### config.mk
export PLATFORM = sky130hd
export DESIGN_NAME = if_fetch_queue
export DESIGN_NICKNAME = d
export VERILOG_FILES = /design/src/rtl/if_fetch_queue.sv
export SDC_FILE = /design/constraint.sdc
export NUM_CORES = 1
export LEC_CHECK = 0
export ABC_AREA = 0
export ABC_CLOCK_PERIOD_IN_PS = 2980
export CAP_MARGIN = 20
export CELL_PAD_IN_SITES_DETAIL_PLACEMENT = 0
export CELL_PAD_IN_SITES_GLOBAL_PLACEMENT = 1
export CORE_UTILIZATION = 40
export CTS_BUF_LIST = sky130_fd_sc_hd__clkbuf_8
export DETAILED_ROUTE_END_ITERATION = 7
export DONT_BUFFER_PORTS = 1
export PLACE_DENSITY_LB_ADDON = 0.1
export SLEW_MARGIN = 25
export SYNTH_ARGS = -nofsm -noshare
export SYNTH_HDL_FRONTEND = slang
export SYNTH_SLANG_ARGS = --single-unit
### constraint.sdc
create_clock -name Clk -period 2.98 [get_ports Clk]
set_input_delay 0.596 -clock Clk [delete_from_list [all_inputs] [get_ports Clk]]
set_output_delay 0.596 -clock Clk [all_outputs]
set_load 0.05 [all_outputs]
### src/rtl/if_fetch_queue.sv
// Instruction fetch stage: drives a 1-cycle synchronous imem and holds {pc, insn} pairs in a DEPTH-entry prefetch queue.
// Build with IF_FETCH_PERF_EN defined to add saturating perf_fetched / perf_flushes counters.
module if_fetch_queue #(
   parameter int                ADDR_W   = 32,
   parameter int                DATA_W   = 32,
   parameter int                DEPTH    = 4,
   parameter logic [ADDR_W-1:0] RESET_PC = '0,
   parameter int                PC_INC   = 4
) (
   input  logic                       Clk,
   input  logic                       reset,
   input  logic                       isBranchTaken,
   input  logic [ADDR_W-1:0]          branchPC,
   output logic                       imem_req,
   output logic [ADDR_W-1:0]          imem_addr,
   input  logic [DATA_W-1:0]          imem_rdata,
   output logic                       out_valid,
   input  logic                       out_ready,
   output logic [ADDR_W-1:0]          pc_current,
   output logic [DATA_W-1:0]          Instruction,
   output logic [$clog2(DEPTH):0]     fifo_count
`ifdef IF_FETCH_PERF_EN
   ,
   output logic [31:0]                perf_fetched,
   output logic [15:0]                perf_flushes
`endif
);

   localparam int PTR_W = $clog2(DEPTH);
   localparam int CNT_W = PTR_W + 1;

   logic [ADDR_W-1:0] fetch_pc_q, fetch_pc_d;
   logic              inflight_q, inflight_d;
   logic [ADDR_W-1:0] inflight_pc_q, inflight_pc_d;
   logic [PTR_W-1:0]  wr_ptr_q, wr_ptr_d;
   logic [PTR_W-1:0]  rd_ptr_q, rd_ptr_d;
   logic [CNT_W-1:0]  count_q, count_d;
   logic [ADDR_W-1:0] pc_mem_q  [DEPTH];
   logic [ADDR_W-1:0] pc_mem_d  [DEPTH];
   logic [DATA_W-1:0] ins_mem_q [DEPTH];
   logic [DATA_W-1:0] ins_mem_d [DEPTH];

   logic [CNT_W:0] occ;
   logic           issue;
   logic           push;
   logic           pop;

   // Counting the in-flight fetch as occupied guarantees the returning word a slot.
   assign occ   = {1'b0, count_q} + (CNT_W+1)'(inflight_q);
   assign issue = !reset && !isBranchTaken && (occ < (CNT_W+1)'(DEPTH));
   assign push  = inflight_q && !isBranchTaken;
   assign pop   = out_valid && out_ready && !isBranchTaken;

   assign imem_req    = issue;
   assign imem_addr   = fetch_pc_q;
   assign out_valid   = (count_q != '0);
   assign fifo_count  = count_q;
   assign pc_current  = pc_mem_q[rd_ptr_q];
   assign Instruction = ins_mem_q[rd_ptr_q];

   always_comb begin
      fetch_pc_d    = fetch_pc_q;
      inflight_d    = issue;
      inflight_pc_d = inflight_pc_q;
      wr_ptr_d      = wr_ptr_q;
      rd_ptr_d      = rd_ptr_q;
      count_d       = count_q + CNT_W'(push) - CNT_W'(pop);
      pc_mem_d      = pc_mem_q;
      ins_mem_d     = ins_mem_q;
      if (issue) begin
         fetch_pc_d    = fetch_pc_q + ADDR_W'(PC_INC);
         inflight_pc_d = fetch_pc_q;
      end
      if (push) begin
         pc_mem_d[wr_ptr_q]  = inflight_pc_q;
         ins_mem_d[wr_ptr_q] = imem_rdata;
         wr_ptr_d            = wr_ptr_q + PTR_W'(1);
      end
      if (pop) begin
         rd_ptr_d = rd_ptr_q + PTR_W'(1);
      end
      // Redirect wins over push/pop; no fetch is issued this cycle so nothing stays in flight.
      if (isBranchTaken) begin
         fetch_pc_d = branchPC;
         inflight_d = 1'b0;
         wr_ptr_d   = '0;
         rd_ptr_d   = '0;
         count_d    = '0;
      end
   end

   always_ff @(posedge Clk) begin
      if (reset) begin
         fetch_pc_q    <= RESET_PC;
         inflight_q    <= 1'b0;
         inflight_pc_q <= '0;
         wr_ptr_q      <= '0;
         rd_ptr_q      <= '0;
         count_q       <= '0;
         for (int i = 0; i < DEPTH; i++) begin
            pc_mem_q[i]  <= '0;
            ins_mem_q[i] <= '0;
         end
      end else begin
         fetch_pc_q    <= fetch_pc_d;
         inflight_q    <= inflight_d;
         inflight_pc_q <= inflight_pc_d;
         wr_ptr_q      <= wr_ptr_d;
         rd_ptr_q      <= rd_ptr_d;
         count_q       <= count_d;
         pc_mem_q      <= pc_mem_d;
         ins_mem_q     <= ins_mem_d;
      end
   end

`ifdef IF_FETCH_PERF_EN
   logic [31:0] perf_fetched_q, perf_fetched_d;
   logic [15:0] perf_flushes_q, perf_flushes_d;

   always_comb begin
      perf_fetched_d = perf_fetched_q;
      perf_flushes_d = perf_flushes_q;
      if (pop && (perf_fetched_q != '1)) perf_fetched_d = perf_fetched_q + 32'd1;
      if (isBranchTaken && (perf_flushes_q != '1)) perf_flushes_d = perf_flushes_q + 16'd1;
   end

   always_ff @(posedge Clk) begin
      if (reset) begin
         perf_fetched_q <= '0;
         perf_flushes_q <= '0;
      end else begin
         perf_fetched_q <= perf_fetched_d;
         perf_flushes_q <= perf_flushes_d;
      end
   end

   assign perf_fetched = perf_fetched_q;
   assign perf_flushes = perf_flushes_q;
`endif

endmodule
# Word-level counts from Yosys, hierarchy flattened
# Cells that the tools add are included.
# classes
add_sub_neg	6
order_cmp	4
muxes	12
n_bitwise	2
reduce_logical	11
# ops
cell	count
128-bit bitwise mux	2
32-bit two-way mux	7
32-bit binary-select mux with 2-bit select	2
32-bit demux with 2-bit select	1
32-bit by 3-bit adder with 32-bit output (second input constant)	1
3-bit >= comparator (second input constant)	2
1-bit logical AND	6
2-bit NOT with 3-bit output	2
2-bit by 1-bit adder with 2-bit output (second input constant)	2
3-bit by 1-bit adder with 4-bit output	1
4-bit by 3-bit less-than comparator with 1-bit output (second input constant)	1
3-bit by 1-bit adder with 3-bit output	1
3-bit by 1-bit less-than comparator with 1-bit output (second input constant)	1
3-bit nonzero test	1
3-bit by 1-bit subtractor with 3-bit output	1
1-bit zero test	2
2-bit nonzero test	1
2-bit OR reduction	1
# totals
regBits	328
inputBits	68

# Longest topological paths before layout
# depth
word_depth	6
ltp_mapped	9
mapped_depth_nobuf	8

# Worst setup path before layout
# OpenSTA, ideal clock, no wires.
# synth_path
path_kind	flip-flop to output port
startpoint	register count_q[1], in the netlist fifo_count[1]
endpoint	output port imem_req
arrival_time_ns	2.066
slack_ns	0.318
stages_incl_launch_ff	7
n_path_buf	1
cell_sequence	dfxtp_1 ha_1 o211a_1 o22ai_2 nand2_1 clkinv_1 clkbuf_1
# synth_via
elab_chain_len	3
# synth_lines
element	line_no	rtl
from (decl)	37	logic [CNT_W-1:0] count_q, count_d;
from (signal assigned)	110	count_q <= count_d;
3-bit by 1-bit adder with 4-bit output	49	assign occ = {1'b0, count_q} + (CNT_W+1)'(inflight_q);
4-bit by 3-bit less-than comparator with 1-bit output	50	assign issue = !reset && !isBranchTaken && (occ < (CNT_W+1)'(DEPTH));
1-bit logical AND	50	
to (decl)	14	output logic imem_req,
# No other way between the ends.

# Worst setup path after layout
# layout_path
startpoint	register rd_ptr_q[0]
endpoint	output port Instruction[28]
# layout_via
elab_chain_len	4
# layout_lines
element	line_no	rtl
from (decl)	36	logic [PTR_W-1:0] rd_ptr_q, rd_ptr_d;
from (signal assigned)	109	rd_ptr_q <= rd_ptr_d;
2-bit NOT with 3-bit output (implied by the code)	59	assign Instruction = ins_mem_q[rd_ptr_q];
32-bit binary-select mux with 2-bit select	59	
32-bit two-way mux (implied by the code) (2 in series)	59	
to (decl)	20	output logic [DATA_W-1:0] Instruction,
# No other way between the ends. The select of a mux whose other input is x is not followed.

==> flow_summary.json <==
{
  "status": "finished clean",
  "synth.top_cell.area_share": 0.4850,
  "port_buffers": 0,
  "worst_skew_pair.late_latency_ps": 620,
  "timing.final.crit_period_ps": 2845,
  "syn-cell-area_um2": 13540,
  "gpl_congestion": 0.7441,
  "worst-endpoint-required_ps": 2380,
  "maximum_frequency_from_static_timing_analysis_mhz": 351.5,
  "setup_viol": 0,
  "dieArea_um2": 34590,
  "grt.total_usage": 0.2307,
  "hold_path.class": "in -> reg",
  "htreeDepth": 2,
  "worst_setup_path_start_kind": "register",
  "ys_async_sr_fraction": 0,
  "total_nets_after_synthesis": 1681,
  "switching_share": 0.2525,
  "master_cell_of_the_clock_root_buffer": "clkbuf_8",
  "grt_setup_unrepaired": "no",
  "routed_wirelength_um": 39790,
  "synth.lib_cells_used.distinct": 50,
  "number_of_pins_exceeding_their_max_slew_limit_in_the_final_report": 0,
  "die_height_um": 186.0,
  "diodes_inserted": 0,
  "yosysSeqAreaShare": 0.4850,
  "clock_tree_from_tritoncts": "yes",
  "ys_warn_count": 0,
  "global_route.overflow_total": 0,
  "final_layout_size_suffix_gt1_frac": 0.1283,
  "floorplan.die.width_um": 186.0,
  "top_cells_by_area_in_the_synthesized_netlist": "dfxtp_1 48%, nand2_1 17%, a21oi_1 11%, mux4_2 11%, clkbuf_1 2.5%",
  "path_class": "reg -> out",
  "r2r-start": "fifo_count[1]",
  "crit_path_start": "rd_ptr_q[0]",
  "slew_headroom": 0.3953,
  "timing.critical_path.to_type": "primary output",
  "detail_route.drc_violations": 0,
  "register_bit_count_reported_by_yosys": 328,
  "clock_power_share": 0.426,
  "final.setup.worst_slack_ps": 134.7,
  "power.static_leakage_nw": 4.976,
  "arrival_ps": 2250,
  "synthCells": 1604,
  "share_comb_of_total_power": 0.047,
  "numClockSinks": 328,
  "pre_cts_slack_ps": 620.4,
  "total_switching_power_mw": 2.177,
  "setup_tns_ps": 0,
  "hold_start": "reset",
  "cp_max_fo": 19,
  "synthFlopType": "dfxtp_1",
  "ys_top_cells_by_count": "621 x nand2_1, 328 x dfxtp_1, 294 x a21oi_1",
  "finish.net_count": 1678,
  "cts_buffers": 58,
  "finalHoldViolations": 0,
  "detailedRoute.firstIterationViolations": 685,
  "power.density_cell_area_nw_per_um2": 568.4,
  "period_utilization": 0.9548,
  "skew_ps": 19.13,
  "cts.clk_slew.worst_paths_ps": 50,
  "viasPerCell": 5.327,
  "routed_wl_per_cell_um": 19.08,
  "synth_edf_count": 0,
  "core_area_um2": 33450,
  "final_antenna_net_count": 0,
  "grt_pass1_wl_um": 61440,
  "synth_to_layout_area_growth_pct": 12.04,
  "max-cap-violations": 0,
  "detailed_place_hpwl_um": 22900,
  "power.ir.vdd_worst_mv": 0.3239,
  "antenna_found_initial": 0,
  "route.vias.total": 11110,
  "placement_rows": 67,
  "max_slew.worst_pin.slew_ps": 907.1,
  "sequentialPowerShare": 0.526,
  "floorplan.initialDensity": 0.4048,
  "clock_path_buffers": 3,
  "first_pass_detailed_route_iteration_total": 5,
  "yosys.cell_count.top_type": "nand2_1",
  "synth_area_leader_cell": "dfxtp_1",
  "pin_count": 169,
  "grt_pass1_vias": 10770,
  "finalCoreUtilization": 0.4535,
  "syn_area_per_cell_um2": 8.441,
  "cellInternalPower_mw": 6.445,
  "grt_start_max_net_pins": 323
}
## through the flow
stage / instance area, um^2 / power, mW / cells / hold slack [ps]
after floorplan: 13540 / 4.977 / 1604 / 433.1
after global placement: 14160 / 5.039 / 1988 / 435.3
after detailed placement: 14160 / 5.040 / 1988 / 437.9
after CTS: 15160 / 8.776 / 2084 / 10.58
after global routing: 15170 / 9.001 / 2085 / 3.882
final: 15170 / 8.622 / 2085 / 67.53
## worst max-delay path, cell delays in order (launching register included)
cell,delay (ps)
dfxtp_4,600
buf_4,310
mux4_2,700
## cell usage in the layout, fill, tap and decap left out, types with 2 or more instances in the layout
cell        count
a211oi_1        4
a21oi_1       294
a311oi_1        2
a31oi_1        19
and2_1          2
and2_2          4
and3_1          5
buf_12          8
buf_4          48
clkbuf_8       62
clkinv_1        2
clkinv_2        2
clkinvlp_4      2
dfxtp_1       326
dfxtp_4         2
ha_1            8
inv_1          38
mux2i_1         3
mux4_2         64
nand2_1       616
nand2_2         5
nand3_1        18
nand4_1        10
nor2_1         20
o211ai_1       12
o311ai_0        5
o31a_1          2
or2_2           4
or3_1          11
or4_1           7
xnor2_1         4
xor2_1          5
## repair_timing
| action | 4_1_cts | 5_1_grt |
|---|---|---|
| hold buffers | 0 | 1 |
| hold endpoints to repair | 0 | 2 |
| setup buffers | 0 | 0 |
| gates resized for setup | 0 | 0 |
## layout make-up
type                    count  area, um^2
clock buffers              62       853.3
clock inverters            34       142.6
flip-flops and latches    328        6574
repair buffers             57       530.5
fillers                  3361       18280
well taps                 448       560.5
multi-input cells        1145        6467
inverters                  11       41.29
## power groups by stage
stage	combinational, mW	sequential, mW	clock [mW]
after detailed placement	0.409	4.63	0
after floorplan	0.293	4.68	0
after global routing	0.438	4.54	4.02
after global placement	0.408	4.63	0
after CTS	0.410	4.54	3.83
final	0.408	4.54	3.68
## final timing paths
check | cells after the start | slack (ps) | endpoint
worst max register to register | 8 | 590 | imem_addr[8]
worst min-delay path | 1 | 70 | ins_mem_q[107]
worst max-delay path | 2 | 130 | Instruction[28]
worst min register to register | 2 | 450 | ins_mem_q[4]
## flip-flops by register name, indices dropped and copies added (netlist names)
name	count
inflight_q	1
inflight_pc_q	32
pc_mem_q	128
ins_mem_q	128
rd_ptr_q	2
fifo_count	3
imem_addr	32
wr_ptr_q	2
## routing by layer
layer  wire length (um)  vias up  track usage  share of wire
li1                   -     5444            -              -
met1              16770     5327       0.2822           0.42
met2              19400      272       0.3907           0.49
met3               2806       64      0.06398          0.071
met4                811        0      0.07279          0.020
met5                  0        -            0              0
## kinds of logic (layout without fill, tap and decap cells)
group	after synthesis	in the layout	share of synthesized area
adders and majority gates	9	9	0.008872
and+or+nand+nor	715	715	0.2160
xor gates and xnor gates	9	9	0.005822
buffers and inverters	131	164	0.03863
AOI/OAI and AO/OA	344	344	0.1362
DFF	328	328	0.4850
muxes	68	68	0.1095
Note: power is estimated with default switching activity, not from simulation.
